## src/rtl/pipe_pkg.sv

```systemverilog
// Shared execute-stage types for the iterative multiplier sequencer.
// Build option MULT_EARLY_OUT_EN is consumed by mult_seq_ctrl/mult_seq_dp.
package pipe_pkg;

    localparam int MULT_WIDTH = 32;

    typedef logic [2*MULT_WIDTH-1:0] prod_t;

    typedef enum logic [1:0] {
        IDLE = 2'd0,
        RUN  = 2'd1,
        DONE = 2'd2
    } mult_state_e;

endpackage

```

## src/rtl/mult_seq_ctrl_if.sv

```systemverilog
// Request/product handshake between the execute stage and the multiplier.
// master = requester (decode/execute), slave = mult_seq_ctrl.
interface mult_seq_ctrl_if
    import pipe_pkg::*;
#(
    parameter int WIDTH = MULT_WIDTH
) ();

    logic                 start;
    logic                 is_signed;
    logic [WIDTH-1:0]     a;
    logic [WIDTH-1:0]     b;
    logic                 ack;
    logic                 busy;
    logic                 prod_valid;
    logic [2*WIDTH-1:0]   prod;
    logic                 stall;

    modport master (
        output start,
        output is_signed,
        output a,
        output b,
        output ack,
        input  busy,
        input  prod_valid,
        input  prod,
        input  stall
    );

    modport slave (
        input  start,
        input  is_signed,
        input  a,
        input  b,
        input  ack,
        output busy,
        output prod_valid,
        output prod,
        output stall
    );

endinterface

```

## src/rtl/mult_seq_dp.sv

```systemverilog
// Shift-add datapath: operand magnitudes, 2W+1 bit accumulator, sign fix-up.
// MULT_EARLY_OUT_EN adds a zero-detect on the unscanned multiplier bits.
module mult_seq_dp
    import pipe_pkg::*;
#(
    parameter int WIDTH = MULT_WIDTH
) (
    input  logic                     clk,
    input  logic                     reset,
    input  logic                     i_load,
    input  logic                     i_step,
    input  logic                     i_fin,
    input  logic                     i_is_signed,
    input  logic [WIDTH-1:0]         i_a,
    input  logic [WIDTH-1:0]         i_b,
`ifdef MULT_EARLY_OUT_EN
    input  logic [$clog2(WIDTH):0]   i_cnt,
    output logic                     o_rest_zero,
`endif
    output logic [2*WIDTH-1:0]       o_prod
);

    localparam int AW = 2*WIDTH + 1;

    logic [WIDTH-1:0]   r_mcand;
    logic               r_neg;
    logic [AW-1:0]      r_acc;
    logic [2*WIDTH-1:0] r_prod;

    logic [WIDTH-1:0]   w_mag_a;
    logic [WIDTH-1:0]   w_mag_b;
    logic [WIDTH:0]     w_sum;
    logic [AW-1:0]      w_stepped;
    logic [AW-1:0]      w_acc_nxt;
    logic [2*WIDTH-1:0] w_res;

    assign w_mag_a = (i_is_signed && i_a[WIDTH-1]) ? -i_a : i_a;
    assign w_mag_b = (i_is_signed && i_b[WIDTH-1]) ? -i_b : i_b;

    // Low half holds the unscanned |b| bits; high half collects partial sums.
    assign w_sum = r_acc[AW-1:WIDTH]
                 + (r_acc[0] ? {1'b0, r_mcand} : '0);
    assign w_stepped = {1'b0, w_sum, r_acc[WIDTH-1:1]};

`ifdef MULT_EARLY_OUT_EN
    localparam int CNT_W = $clog2(WIDTH) + 1;

    logic [WIDTH-1:0] w_mask;
    logic [CNT_W-1:0] w_sh;

    always_comb begin
        w_mask = '1;
        if (i_cnt < CNT_W'(WIDTH))
            w_mask = (WIDTH'(1) << i_cnt) - WIDTH'(1);
        w_mask = w_mask & ~WIDTH'(1);
    end

    // Bits above the current one are all zero: finish the shift in one go.
    assign o_rest_zero = ((r_acc[WIDTH-1:0] & w_mask) == '0);
    assign w_sh        = i_cnt - CNT_W'(1);
    assign w_acc_nxt   = o_rest_zero ? (w_stepped >> w_sh) : w_stepped;
`else
    assign w_acc_nxt = w_stepped;
`endif

    assign w_res = w_acc_nxt[2*WIDTH-1:0];

    always_ff @(posedge clk) begin
        if (reset) begin
            r_mcand <= '0;
            r_neg   <= 1'b0;
            r_acc   <= '0;
            r_prod  <= '0;
        end else begin
            if (i_load) begin
                r_mcand <= w_mag_a;
                r_neg   <= i_is_signed & (i_a[WIDTH-1] ^ i_b[WIDTH-1]);
                r_acc   <= {{(WIDTH+1){1'b0}}, w_mag_b};
            end else if (i_step) begin
                r_acc <= w_acc_nxt;
            end
            if (i_fin)
                r_prod <= r_neg ? -w_res : w_res;
        end
    end

    assign o_prod = r_prod;

endmodule

```

## src/rtl/mult_seq_ctrl.sv

```systemverilog
// Iterative multiplier sequencer: FSM, iteration counter, stall/valid outputs.
// Define MULT_EARLY_OUT_EN to finish as soon as the multiplier runs out of ones.
module mult_seq_ctrl
    import pipe_pkg::*;
#(
    parameter int WIDTH = MULT_WIDTH
) (
    input  logic           clk,
    input  logic           reset,
    mult_seq_ctrl_if.slave bus
);

    localparam int CNT_W = $clog2(WIDTH) + 1;

    mult_state_e      r_state;
    mult_state_e      w_state_nxt;
    logic [CNT_W-1:0] r_cnt;
    logic [CNT_W-1:0] w_cnt_nxt;
    logic             w_load;
    logic             w_step;
    logic             w_fin;
    logic             w_rest_zero;

    always_ff @(posedge clk) begin
        if (reset) begin
            r_state <= IDLE;
            r_cnt   <= '0;
        end else begin
            r_state <= w_state_nxt;
            r_cnt   <= w_cnt_nxt;
        end
    end

    always_comb begin
        w_state_nxt = r_state;
        w_cnt_nxt   = r_cnt;
        w_load      = 1'b0;
        w_step      = 1'b0;
        w_fin       = 1'b0;
        unique case (r_state)
            IDLE: begin
                if (bus.start) begin
                    w_load      = 1'b1;
                    w_cnt_nxt   = CNT_W'(WIDTH);
                    w_state_nxt = RUN;
                end
            end
            RUN: begin
                w_step    = 1'b1;
                w_cnt_nxt = r_cnt - CNT_W'(1);
                if (r_cnt == CNT_W'(1) || w_rest_zero) begin
                    w_fin       = 1'b1;
                    w_cnt_nxt   = '0;
                    w_state_nxt = DONE;
                end
            end
            DONE: begin
                // A new start implies the held product has been taken.
                if (bus.start) begin
                    w_load      = 1'b1;
                    w_cnt_nxt   = CNT_W'(WIDTH);
                    w_state_nxt = RUN;
                end else if (bus.ack) begin
                    w_state_nxt = IDLE;
                end
            end
            default: begin
                w_state_nxt = IDLE;
                w_cnt_nxt   = '0;
            end
        endcase
    end

    mult_seq_dp #(
        .WIDTH(WIDTH)
    ) u_dp (
        .clk         (clk),
        .reset       (reset),
        .i_load      (w_load),
        .i_step      (w_step),
        .i_fin       (w_fin),
        .i_is_signed (bus.is_signed),
        .i_a         (bus.a),
        .i_b         (bus.b),
`ifdef MULT_EARLY_OUT_EN
        .i_cnt       (r_cnt),
        .o_rest_zero (w_rest_zero),
`endif
        .o_prod      (bus.prod)
    );

`ifndef MULT_EARLY_OUT_EN
    assign w_rest_zero = 1'b0;
`endif

    assign bus.busy       = (r_state == RUN);
    assign bus.prod_valid = (r_state == DONE);
    assign bus.stall      = (bus.start | bus.busy) & ~bus.prod_valid;

endmodule

```

## src/flat_wrapper.sv

```systemverilog
// flat-port wrapper written by rule: the top's interface ports become plain ports
module mult_seq_ctrl_flat import pipe_pkg::*;
#(
    parameter int WIDTH = MULT_WIDTH
)
  (clk, reset, bus_start, bus_is_signed, bus_a, bus_b, bus_ack, bus_busy, bus_prod_valid, bus_prod, bus_stall);
  mult_seq_ctrl_if #(.WIDTH(WIDTH)) bus_i ();
  input  logic clk;
  input  logic reset;
  input wire logic [$bits(bus_i.start)-1:0] bus_start;
  input wire logic [$bits(bus_i.is_signed)-1:0] bus_is_signed;
  input wire logic [$bits(bus_i.a)-1:0] bus_a;
  input wire logic [$bits(bus_i.b)-1:0] bus_b;
  input wire logic [$bits(bus_i.ack)-1:0] bus_ack;
  output wire logic [$bits(bus_i.busy)-1:0] bus_busy;
  output wire logic [$bits(bus_i.prod_valid)-1:0] bus_prod_valid;
  output wire logic [$bits(bus_i.prod)-1:0] bus_prod;
  output wire logic [$bits(bus_i.stall)-1:0] bus_stall;
  assign bus_i.start = bus_start;
  assign bus_i.is_signed = bus_is_signed;
  assign bus_i.a = bus_a;
  assign bus_i.b = bus_b;
  assign bus_i.ack = bus_ack;
  assign bus_busy = bus_i.busy;
  assign bus_prod_valid = bus_i.prod_valid;
  assign bus_prod = bus_i.prod;
  assign bus_stall = bus_i.stall;
  mult_seq_ctrl #(.WIDTH(WIDTH)) u_core (.clk(clk), .reset(reset), .bus(bus_i));
endmodule
```

## config.mk

```make
export PLATFORM = sky130hd
export DESIGN_NAME = mult_seq_ctrl_flat
export DESIGN_NICKNAME = d
export VERILOG_FILES = /design/src/rtl/pipe_pkg.sv /design/src/rtl/mult_seq_ctrl_if.sv /design/src/rtl/mult_seq_dp.sv /design/src/rtl/mult_seq_ctrl.sv /design/src/flat_wrapper.sv
export SDC_FILE = /design/constraint.sdc
export NUM_CORES = 1
export LEC_CHECK = 0
export ABC_CLOCK_PERIOD_IN_PS = 6900
export BUFFER_PORTS_ARGS = -buffer_cell sky130_fd_sc_hd__buf_2
export CORE_MARGIN = 2
export CORE_UTILIZATION = 60
export CTS_CLUSTER_DIAMETER = 50
export DETAILED_ROUTE_END_ITERATION = 8
export PLACE_DENSITY_LB_ADDON = 0.25
export SYNTH_ARGS = -nofsm -noshare
export SYNTH_HDL_FRONTEND = slang
export SYNTH_SLANG_ARGS = --single-unit
```

## constraint.sdc

```tcl
create_clock -name clk -period 6.9 [get_ports clk]
set_input_delay 0.345 -clock clk [delete_from_list [all_inputs] [get_ports clk]]
set_output_delay 0.345 -clock clk [all_outputs]
set_load 0.01 [all_outputs]
```

==> qor.txt, run 1 <==
Max clock buf depth - 2
largest cells by area after synthesis - sky130_fd_sc_hd__dfxtp_1, sky130_fd_sc_hd__xor2_1, sky130_fd_sc_hd__a211oi_1, sky130_fd_sc_hd__nor2_1, sky130_fd_sc_hd__nand2_1
number of port buffers - 135
remaining global-route overflow - 0
critical path startpoint - u_core.u_dp.r_acc[0]
synth unique cells - 72
global-route wire length before repair - 50800 µm
proportion of layout cells with a drive suffix above 1 - 13.3%
Syn. warnings - 0
startpoint of the worst hold path - bus_ack
setup repair after global routing missed its margin - false
Filler Cells Inserted - 1535
clock slew at the register clock pins of the worst setup and hold paths - 0.07 ns
Worst Path Arrival - 5.69 ns
share of Yosys cell area claimed by the top area cell type - 30.2%
most used routing layer in global routing - met2
Critical Path End Type - register
largest area contributor in the synthesized netlist - sky130_fd_sc_hd__dfxtp_1
run status - finished clean
Setup Buffers After CTS - 0
number of clock buffers inserted by TritonCTS - 17
met1 Use GR - 44.8%
Post-synth ARST share - 0%
Min-Delay Path Class - in -> reg
Die Span Y - 141 µm
area of the die - 19800 µm²
prevailing post-synth register cell - sky130_fd_sc_hd__dfxtp_1
Detail Route Antenna Nets - 0
via density per instance - 6.28
starting utilization of the core area - 61.7%
commonest non-fill, non-tap cell in the layout - sky130_fd_sc_hd__nor2_1
minimum period implied by the final worst setup slack - 5.41 ns
Top-Level Pins - 136
1st-iter DRT viols - 909
DP Wirelength - 22700 µm
Syn Inst Count - 1484
number of placement rows - 49
final setup TNS - 0 ns
highest-count cells in the layout ignoring fill and taps - sky130_fd_sc_hd__nor2_1, sky130_fd_sc_hd__nand2_1, sky130_fd_sc_hd__dfxtp_1, sky130_fd_sc_hd__buf_2, sky130_fd_sc_hd__a21oi_1
Worst IR Drop VDD - 0.172 mV
number of sinks on the clock net - 169
synthesized area - 11200 µm²
Startpoint Class - register
syn nets - 1591
number of flops mapped to enable cells by yosys - 0
Max-cap violations - 0
portion of the post-synthesis area used by sequential elements - 30.2%
Relative slew margins - 27.1%
syn avg cell area - 7.54 µm²
Leakage - 0.00483 µW
CTS tree - built
Placed Cells - 1753
Finished Cell Area - 12500 µm²
master cell of the clock root buffer - sky130_fd_sc_hd__clkbuf_16
maximum number of pins on one net before global-route repair - 102
final-report max-slew violation count - 0
Total Routing Usage GR - 31.3%
iteration count of the initial detailed-routing pass - 5
via total after detailed routing - 11200
clock latency on the worst-skew pair - 0.44 ns
number of standard cells in the final layout excluding fillers - 1784
total inserted antenna cells - 0
Crit path required time - 7.17 ns
type of the worst setup path - reg -> reg
average routed wire per standard cell - 17.6 µm
Setup Viol. Count Final - 0
number of remaining DRC errors - 0
final hold violation count - 0
Die X - 141 µm
critical path fanouts, max - 33
vias in the first global route - 9953
flip-flop and latch count after synthesis - 169
Max Freq - 185 MHz
Area Growth Syn to Fin - 11.4%
Detailed Route WL - 31400 µm
Final Skew - 0.0143 ns
routability-driven placement congestion ratio - 0.960
Period Utilization, post-route - 78.5%
total number of H-tree levels - 4
initial antenna violation count - 0
launching point of the worst reg2reg path - u_core.u_dp.r_acc[0]
met3 GRT Util - 4.65%
# nets final - 1650
met2 track demand over resource in global routing - 48.6%
power density over the cells - 206 nW/µm²
CTS-repair resized insts - 0
Least-Margin Pin Slew - 1.09 ns
floorplan core area - 18100 µm²
number of buffers inserted by hold repair at cts - 0
Placed Instance Area - 11900 µm²
## routing by layer
| layer | wire, µm | vias to the layer above |
|---|---|---|
| met2 | 13700 | 504 |
| met4 | 838 | 0 |
| li1 | - | 5484 |
| met3 | 2370 | 65 |
| met5 | 0 | - |
| met1 | 14500 | 5143 |
## per-stage QoR
stage	power (µW)	setup slack, ns	hold slack [ns]	util [%]
CTS	2560	1.49	0.167	68.7
floorplan	1420	2.51	0.427	-
global route	2660	0.993	0.184	68.7
global placement	1540	1.79	0.439	65.3
finish	2570	1.49	0.167	68.7
detailed placement	1560	1.50	0.447	65.3
## state kept, by name, indices dropped and copies added (netlist names)
| register | flops |
|---|---|
| u_core.u_dp.r_neg | 1 |
| u_core.r_state | 2 |
| u_core.u_dp.r_mcand | 32 |
| u_core.u_dp.o_prod | 64 |
| u_core.r_cnt | 6 |
| u_core.u_dp.r_acc | 64 |
## worst max-delay path, cell delays in order (launching register included)
cell and delay (ns):
sky130_fd_sc_hd__dfxtp_1 0.92, sky130_fd_sc_hd__and2_1 0.25, sky130_fd_sc_hd__ha_1 0.17, sky130_fd_sc_hd__inv_1 0.06
sky130_fd_sc_hd__fa_1 0.40, sky130_fd_sc_hd__nor2b_1 0.21, sky130_fd_sc_hd__o2111ai_1 0.20, sky130_fd_sc_hd__and2_1 0.27
sky130_fd_sc_hd__o311ai_1 0.47, sky130_fd_sc_hd__nand4_1 0.25, sky130_fd_sc_hd__or3_1 0.48, sky130_fd_sc_hd__or4b_1 0.72
sky130_fd_sc_hd__or4_1 0.49, sky130_fd_sc_hd__nor4_1 0.25, sky130_fd_sc_hd__nor4b_1 0.08
## worst paths after layout
kind | to | slack, ns | cells past startpoint
worst max-delay path | u_core.u_dp.o_prod[58] | 1.49 | 14
worst min-delay path | u_core.r_state[1] | 0.17 | 3
worst min register to register | u_core.u_dp.o_prod[32] | 0.46 | 2
worst max register to register | u_core.u_dp.o_prod[58] | 1.49 | 14
## cell families (layout without fill, tap and decap cells)
logic type      count (synthesis)  count (layout)  share of synthesized area (%)
xor+xnor                      138             138                           10.8
buf+inv                       132             203                           4.44
fa+ha+maj                      38              38                           4.31
compound gates                401             401                           24.2
flops                         169             169                           30.2
simple gates                  600             600                           25.5
mux                             6               6                          0.559
## synth_stat cells (5+ instances only)
cell type,count
sky130_fd_sc_hd__nand3_1,21
sky130_fd_sc_hd__o31ai_1,21
sky130_fd_sc_hd__clkbuf_1,97
sky130_fd_sc_hd__or3_1,18
sky130_fd_sc_hd__xor2_1,88
sky130_fd_sc_hd__a2111oi_0,7
sky130_fd_sc_hd__nor2_1,189
sky130_fd_sc_hd__a21o_1,12
sky130_fd_sc_hd__nand3b_1,6
sky130_fd_sc_hd__nor2b_1,8
sky130_fd_sc_hd__a31oi_1,5
sky130_fd_sc_hd__o41ai_1,16
sky130_fd_sc_hd__ha_1,37
sky130_fd_sc_hd__a311oi_1,35
sky130_fd_sc_hd__nor3_1,26
sky130_fd_sc_hd__o21ai_0,63
sky130_fd_sc_hd__buf_1,7
sky130_fd_sc_hd__nand2_1,187
sky130_fd_sc_hd__and4_1,6
sky130_fd_sc_hd__and3_1,7
sky130_fd_sc_hd__or4_1,12
sky130_fd_sc_hd__or2_2,14
sky130_fd_sc_hd__xnor2_1,50
sky130_fd_sc_hd__nor4_1,21
sky130_fd_sc_hd__dfxtp_1,169
sky130_fd_sc_hd__o211ai_1,5
sky130_fd_sc_hd__a211oi_1,96
sky130_fd_sc_hd__and2_1,47
sky130_fd_sc_hd__nand4_1,18
sky130_fd_sc_hd__inv_1,26
sky130_fd_sc_hd__a21oi_1,105
## power breakdown
part / leakage (µW) / total [µW] / switching [µW] / internal (µW)
sequential: 0.00138 / 1100 / 67.3 / 1030
combinational: 0.00315 / 445 / 278 / 168
clock: 0.000303 / 1020 / 440 / 579
## layout make-up
| class | instances | area, µm² | area share, % |
|---|---|---|---|
| clock buffer | 17 | 425 | 3.41 |
| clock inverter | 14 | 188 | 1.50 |
| inverter | 27 | 101 | 0.813 |
| multi-input combinational | 1183 | 7330 | 58.8 |
| sequential | 169 | 3380 | 27.1 |
| tap | 229 | 287 | 2.30 |
| timing repair buffer | 145 | 753 | 6.04 |
Power figures use the tool's default switching activity.
==> inputs of run 2 (changes only) <==
--- a/config.mk
+++ b/config.mk
@@ -5,7 +5,7 @@
 export SDC_FILE = /design/constraint.sdc
 export NUM_CORES = 1
 export LEC_CHECK = 0
-export ABC_CLOCK_PERIOD_IN_PS = 6900
+export ABC_CLOCK_PERIOD_IN_PS = 5080
 export BUFFER_PORTS_ARGS = -buffer_cell sky130_fd_sc_hd__buf_2
 export CORE_MARGIN = 2
 export CORE_UTILIZATION = 60
==> constraint.sdc (replaced) <==
create_clock -name clk -period 5.08 [get_ports clk]
set_input_delay 0.254 -clock clk [delete_from_list [all_inputs] [get_ports clk]]
set_output_delay 0.254 -clock clk [all_outputs]
set_load 0.01 [all_outputs]
==> run 2 against run 1 <==
Die area unchanged. Sequential share of layout area decreased by 0.12 points. Worst setup slack got worse by 1.2 ns. Sequential cell count unchanged. First-iteration DRC count decreased by 2.1%. Clock-buffer cell count unchanged. Global-route usage increased by 0.58 points. Highest routed layer unchanged. Critical path depth increased by 1.
==> qor.txt, run 2 (synthesis results as in run 1) <==
Max Freq - 211 MHz (was 185 MHz)
cell internal power dissipation - 2290 µW (was 1780 µW)
Least-Margin Pin Slew - 1.21 ns (was 1.09 ns)
Total Routing Usage GR - 31.9% (was 31.3%)
Worst IR Drop VDD - 0.249 mV (was 0.172 mV)
Clk pwr share - 37.9% (was 39.8%)
setup repair after global routing missed its margin - false (unchanged)
number of port buffers - 135 (unchanged)
Placed Instance Area - 11900 µm² (about the same)
Detailed Route WL - 31800 µm (was 31400 µm)
highest-count cells in the layout ignoring fill and taps - sky130_fd_sc_hd__nor2_1, sky130_fd_sc_hd__nand2_1, sky130_fd_sc_hd__dfxtp_1, sky130_fd_sc_hd__buf_2, sky130_fd_sc_hd__a21oi_1 (unchanged)
Setup Viol. Count Final - 0 (unchanged)
clock latency on the worst-skew pair - 0.44 ns (about the same)
Crit path required time - 5.35 ns (was 7.17 ns)
critical path fanouts, max - 14 (was 33)
Relative slew margins - 19.1% (was 27.1%)
via total after detailed routing - 11100 (was 11200)
initial antenna violation count - 0 (unchanged)
critical path's largest stage delay - 0.73 ns (was 0.92 ns)
floorplan core area - 18100 µm² (unchanged)
via density per instance - 6.17 (was 6.28)
final setup TNS - 0 ns (unchanged)
routability-driven placement congestion ratio - 0.990 (was 0.960)
Detail Route Antenna Nets - 0 (unchanged)
DP Wirelength - 23600 µm (was 22700 µm)
starting utilization of the core area - 61.7% (unchanged)
fraction of power spent switching nets - 32.3% (was 30.6%)
power density over the cells - 270 nW/µm² (was 206 nW/µm²)
run status - finished clean (unchanged)
Area Growth Syn to Fin - 11.9% (was 11.4%)
number of buffers inserted by hold repair at cts - 0 (unchanged)
minimum period implied by the final worst setup slack - 4.75 ns (was 5.41 ns)
Startpoint Class - register (unchanged)
critical path cell sequence - buf_4 > and2_1 > ha_1 > inv_1 > fa_1 > nor2b_1 > o2111ai_1 > and2_1 > o311ai_1 > nand4_1 > or3_1 > or4b_1 > or4_1 > nor4_1 > nor4b_1 (was and2_1 > ha_1 > inv_1 > fa_1 > nor2b_1 > o2111ai_1 > and2_1 > o311ai_1 > nand4_1 > or3_1 > or4b_1 > or4_1 > nor4_1 > nor4b_1)
cell with the most instances on the worst path - sky130_fd_sc_hd__and2_1 (unchanged)
net switching component of the power - 1090 µW (was 785 µW)
clock slew at the register clock pins of the worst setup and hold paths - 0.07 ns (about the same)
combined area of the multi-input logic cells - 7340 µm² (was 7330 µm²)
final hold violation count - 0 (unchanged)
portion of total power attributed to sequential cells - 44.1% (was 42.9%)
average routed wire per standard cell - 17.7 µm (was 17.6 µm)
Finished Cell Area - 12500 µm² (about the same)
area of the die - 19800 µm² (unchanged)
number of placement rows - 49 (unchanged)
remaining global-route overflow - 0 (unchanged)
number of remaining DRC errors - 0 (unchanged)
CTS tree - built (unchanged)
Place WS - 0.375 ns (was 1.50 ns)
Leakage - 0.00487 µW (was 0.00483 µW)
total number of H-tree levels - 4 (unchanged)
logic gate share of total power - 18.0% (was 17.4%)
Final Skew - 0.0134 ns (was 0.0143 ns)
1st-iter DRT viols - 890 (was 909)
count of buffering cells on the critical path with inverters included - 2 (was 1)
sequential cell area in the final layout - 3380 µm² (unchanged)
vias in the first global route - 9943 (was 9953)
Worst Path Arrival - 5.02 ns (was 5.69 ns)
iteration count of the initial detailed-routing pass - 5 (unchanged)
Top delay family on crit path - simple AND/OR/NAND/NOR gates (unchanged)
type of the worst setup path - reg -> reg (unchanged)
Top-Level Pins - 136 (unchanged)
global-route wire length before repair - 51400 µm (was 50800 µm)
Critical Path End Type - register (unchanged)
Slowest-stage cell, CP - sky130_fd_sc_hd__or4b_1 (was sky130_fd_sc_hd__dfxtp_1)
master cell of the clock root buffer - sky130_fd_sc_hd__clkbuf_16 (unchanged)
crit path setup slack, layout - 0.330 ns (was 1.49 ns)
final-report max-slew violation count - 0 (unchanged)
Die Span Y - 141 µm (unchanged)
number of sinks on the clock net - 169 (unchanged)
commonest non-fill, non-tap cell in the layout - sky130_fd_sc_hd__nor2_1 (unchanged)
total inserted antenna cells - 0 (unchanged)
proportion of layout cells with a drive suffix above 1 - 14.0% (was 13.3%)
Period Utilization, post-route - 93.5% (was 78.5%)
# nets final - 1661 (was 1650)
Max-cap violations - 0 (unchanged)
number of clock buffers inserted by TritonCTS - 17 (unchanged)
Die X - 141 µm (unchanged)
Max clock buf depth - 2 (unchanged)
maximum number of pins on one net before global-route repair - 100 (was 102)
Min-Delay Path Class - in -> reg (unchanged)
Filler Cells Inserted - 1579 (was 1535)
run 2: path summary, 6_finish.rpt:
check / slack (ns) / start / cells past startpoint / to
max: 0.33 / u_core.u_dp.r_acc[0] / 15 / u_core.u_dp.o_prod[58]
min: 0.09 / bus_ack / 3 / u_core.r_state[1]
max reg2reg: 0.33 / u_core.u_dp.r_acc[0] / 15 / u_core.u_dp.o_prod[58]
min reg2reg: 0.46 / u_core.u_dp.r_mcand[0] / 2 / u_core.u_dp.r_mcand[0]
run 2: through the flow:
stage | total power [µW] | cells | hold slack [ns] | utilization [%]
3_3_place_gp | 2110 | 1764 | 0.442 | 65.8
4_1_cts | 3390 | 1796 | 0.0875 | 69.0
2_1_floorplan | 1920 | 1484 | 0.390 | -
5_1_grt | 3520 | 1796 | 0.106 | 69.0
3_5_place_dp | 2120 | 1764 | 0.450 | 65.8
6_report | 3380 | 1796 | 0.0896 | 69.0
run 2: tightest hold or removal path, stage by stage:
cell and delay, ns:
sky130_fd_sc_hd__buf_2 0.07, sky130_fd_sc_hd__nand3b_1 0.09, sky130_fd_sc_hd__a21oi_1 0.06
run 2: metal layers:
metal  GRT usage [%]  up-vias  routed length [µm]
li1                -     5507                   -
met5               0        -                   0
met2            48.6      393               13900
met4            10.9        0                 876
met1            46.2     5114               14700
met3            4.96       69                2340
run 2: area by class of cell:
cell class                      instances  area share (%)
Inverter                               27           0.809
Sequential cell                       169            27.0
Clock buffer                           17            3.40
Clock inverter                         15            1.23
Timing Repair Buffer                  156            6.67
Tap cell                              229            2.29
Multi-Input combinational cell       1183            58.6
run 2: power groups by stage:
stage               combinational, µW  clock, µW  sequential [µW]
floorplan                         434          0             1490
global placement                  589          0             1520
detailed placement                603          0             1520
CTS                               606       1300             1490
global route                      677       1340             1500
finish                            611       1280             1490
run 2: repair_timing:
action	CTS	global route
buffers inserted	0	0
endpoints found under the setup margin	0	2
gates resized for setup	0	2
==> inputs of run 3 (changes only) <==
--- a/config.mk
+++ b/config.mk
@@ -8,10 +8,11 @@
 export ABC_CLOCK_PERIOD_IN_PS = 5080
 export BUFFER_PORTS_ARGS = -buffer_cell sky130_fd_sc_hd__buf_2
 export CORE_MARGIN = 2
-export CORE_UTILIZATION = 60
+export CORE_UTILIZATION = 50
 export CTS_CLUSTER_DIAMETER = 50
 export DETAILED_ROUTE_END_ITERATION = 8
 export PLACE_DENSITY_LB_ADDON = 0.25
+export RECOVER_POWER = 50
 export SYNTH_ARGS = -nofsm -noshare
 export SYNTH_HDL_FRONTEND = slang
 export SYNTH_SLANG_ARGS = --single-unit
==> run 3 against run 2 <==
The flow now finishes with violations (capacitance limit, slew limit). Die area grew 19%. Non-clock buffer count fell by 3. Hold slack lost 0.0025 ns.
==> qor.txt, run 3 (synthesis results as in run 1) <==
Finished Cell Area - 12500 µm² (about the same)
Max Freq - 212 MHz (was 211 MHz)
Detail Route Antenna Nets - 0 (unchanged)
minimum setup slack among reg-to-reg paths - 0.37 ns (was 0.33 ns)
final-report max-slew violation count - 209 (was 0)
routability-driven placement congestion ratio - 0.986 (was 0.990)
Detail Route met2 WL - 14100 µm (was 13900 µm)
# nets final - 1658 (was 1661)
number of buffers inserted by hold repair at cts - 0 (unchanged)
number of placement rows - 54 (was 49)
Max clock buf depth - 2 (unchanged)
Max-cap violations - 5 (was 0)
net switching component of the power - 1120 µW (was 1090 µW)
critical path's largest stage delay - 0.73 ns (about the same)
critical path fanouts, max - 32 (was 14)
Final Skew - 0.0138 ns (was 0.0134 ns)
wire length on met3 - 1910 µm (was 2340 µm)
Least-Margin Pin Slew - 2.54 ns (was 1.21 ns)
DP Wirelength - 24100 µm (was 23600 µm)
Die X - 154 µm (was 141 µm)
CTS-repair resized insts - 0 (unchanged)
Startpoint Class - register (unchanged)
met1 layer wirelength in the final routing - 15800 µm (was 14700 µm)
power density over the cells - 274 nW/µm² (was 270 nW/µm²)
critical path startpoint - u_core.u_dp.r_acc[0] (unchanged)
clock latency on the worst-skew pair - 0.44 ns (about the same)
Die Span Y - 154 µm (was 141 µm)
cell internal power dissipation - 2300 µW (was 2290 µW)
portion of total power attributed to sequential cells - 43.5% (was 44.1%)
floorplan core area - 21900 µm² (was 18100 µm²)
setup repair after global routing missed its margin - false (unchanged)
final hold violation count - 0 (unchanged)
via density per instance - 5.96 (was 6.17)
total number of H-tree levels - 4 (unchanged)
vias in the first global route - 9893 (was 9943)
Top delay family on crit path - simple AND/OR/NAND/NOR gates (unchanged)
critical path cell sequence - buf_4 > nand2_1 > fa_1 > nor2b_1 > o2111ai_1 > and2_1 > o311ai_1 > nand4_1 > or3_1 > or4b_1 > or4_1 > nor4_1 > nor4b_1 (was buf_4 > and2_1 > ha_1 > inv_1 > fa_1 > nor2b_1 > o2111ai_1 > and2_1 > o311ai_1 > nand4_1 > or3_1 > or4b_1 > or4_1 > nor4_1 > nor4b_1)
number of remaining DRC errors - 0 (unchanged)
failing checks - capacitance limit, slew limit
Total Routing Usage GR - 26.6% (was 31.9%)
Slowest-stage cell, CP - sky130_fd_sc_hd__or4b_1 (unchanged)
Placed Instance Area - 12000 µm² (was 11900 µm²)
area of the die - 23600 µm² (was 19800 µm²)
Detailed Route WL - 32500 µm (was 31800 µm)
Area Growth Syn to Fin - 11.5% (was 11.9%)
Worst IR Drop VDD - 0.241 mV (was 0.249 mV)
type of the worst setup path - reg -> reg (unchanged)
Top-Level Pins - 136 (unchanged)
average routed wire per standard cell - 17.6 µm (was 17.7 µm)
CTS tree - built (unchanged)
run status - complete, but fails checks (was finished clean)
final setup TNS - 0 ns (unchanged)
Leakage - 0.00456 µW (was 0.00487 µW)
Worst Path Arrival - 5.00 ns (was 5.02 ns)
clock slew at the register clock pins of the worst setup and hold paths - 0.07 ns (about the same)
remaining global-route overflow - 0 (unchanged)
Clk pwr share - 38.5% (was 37.9%)
proportion of layout cells with a drive suffix above 1 - 9.08% (was 14.0%)
Crit path required time - 5.36 ns (was 5.35 ns)
via total after detailed routing - 11000 (was 11100)
Min-Delay Path Class - in -> reg (unchanged)
launching point of the worst reg2reg path - u_core.u_dp.r_acc[0] (unchanged)
logic gate share of total power - 18.0% (about the same)
number of port buffers - 135 (unchanged)
Critical Path End Type - register (unchanged)
maximum number of pins on one net before global-route repair - 103 (was 100)
number of clock buffers inserted by TritonCTS - 17 (unchanged)
highest-count cells in the layout ignoring fill and taps - sky130_fd_sc_hd__nor2_1, sky130_fd_sc_hd__nand2_1, sky130_fd_sc_hd__dfxtp_1, sky130_fd_sc_hd__a21oi_1, sky130_fd_sc_hd__a211oi_1 (was sky130_fd_sc_hd__nor2_1, sky130_fd_sc_hd__nand2_1, sky130_fd_sc_hd__dfxtp_1, sky130_fd_sc_hd__buf_2, sky130_fd_sc_hd__a21oi_1)
uppermost layer routed - met4 (unchanged)
total inserted antenna cells - 0 (unchanged)
Relative slew margins - -69.6% (was 19.1%)
Setup Viol. Count Final - 0 (unchanged)
master cell of the clock root buffer - sky130_fd_sc_hd__clkbuf_16 (unchanged)
global-route wire length before repair - 51700 µm (was 51400 µm)
initial antenna violation count - 0 (unchanged)
iteration count of the initial detailed-routing pass - 5 (unchanged)
1st-iter DRT viols - 763 (was 890)
fraction of power spent switching nets - 32.8% (was 32.3%)
count of buffering cells on the critical path with inverters included - 1 (was 2)
minimum period implied by the final worst setup slack - 4.71 ns (was 4.75 ns)
commonest non-fill, non-tap cell in the layout - sky130_fd_sc_hd__nor2_1 (unchanged)
number of sinks on the clock net - 169 (unchanged)
Setup Buffers After CTS - 0 (unchanged)
Period Utilization, post-route - 92.8% (was 93.5%)
startpoint of the worst hold path - bus_ack (unchanged)
starting utilization of the core area - 51.1% (was 61.7%)
run 3: cell count changes in the layout (fill, tap and decap cells not counted), sizes merged:
cell,previous run,this run
buf,156,85
clkbuf,17,85
clkinvlp,0,1
inv,35,34
run 3: final cells by class:
class                   instances  area [µm²]
fillers                      2188        9410
repair buffers                153         736
inverters                      27         101
clock inverters                15         174
multi-input cells            1183        7320
flip-flops and latches        169        3380
clock buffers                  17         425
well taps                     280         350
run 3: path summary, 6_finish.rpt:
| check | endpoint | cells after the start |
|---|---|---|
| hold reg to reg | u_core.u_dp.r_mcand[21] | 2 |
| setup / recovery | u_core.u_dp.o_prod[58] | 13 |
| hold / removal | u_core.r_state[1] | 3 |
| setup reg to reg | u_core.u_dp.o_prod[58] | 13 |
run 3: layer usage:
layer,vias up,GRT usage (%)
li1,5494,-
met1,5120,38.4
met2,333,41.1
met3,50,4.11
met4,0,7.99
met5,-,0
run 3: power groups by stage:
stage	registers (µW)	logic (µW)	clock network [µW]
2_1_floorplan	1490	434	0
3_3_place_gp	1510	603	0
3_5_place_dp	1520	611	0
4_1_cts	1480	614	1330
5_1_grt	1500	683	1380
6_report	1490	614	1320
run 3: stage by stage:
step	hold slack, ns	worst slack (ns)	std cells	total power [µW]	util (%)
4_1_cts	0.0813	0.400	1844	3430	57.5
5_1_grt	0.106	0.00338	1844	3560	57.0
6_report	0.0871	0.368	1844	3420	57.0
3_3_place_gp	0.439	0.499	1812	2120	54.8
3_5_place_dp	0.444	0.438	1812	2130	54.8
2_1_floorplan	0.390	0.687	1484	1920	-
run 3: worst min-delay path: stages:
cell,delay [ns]
sky130_fd_sc_hd__buf_2,0.07
sky130_fd_sc_hd__nand3b_1,0.09
sky130_fd_sc_hd__a21oi_1,0.06
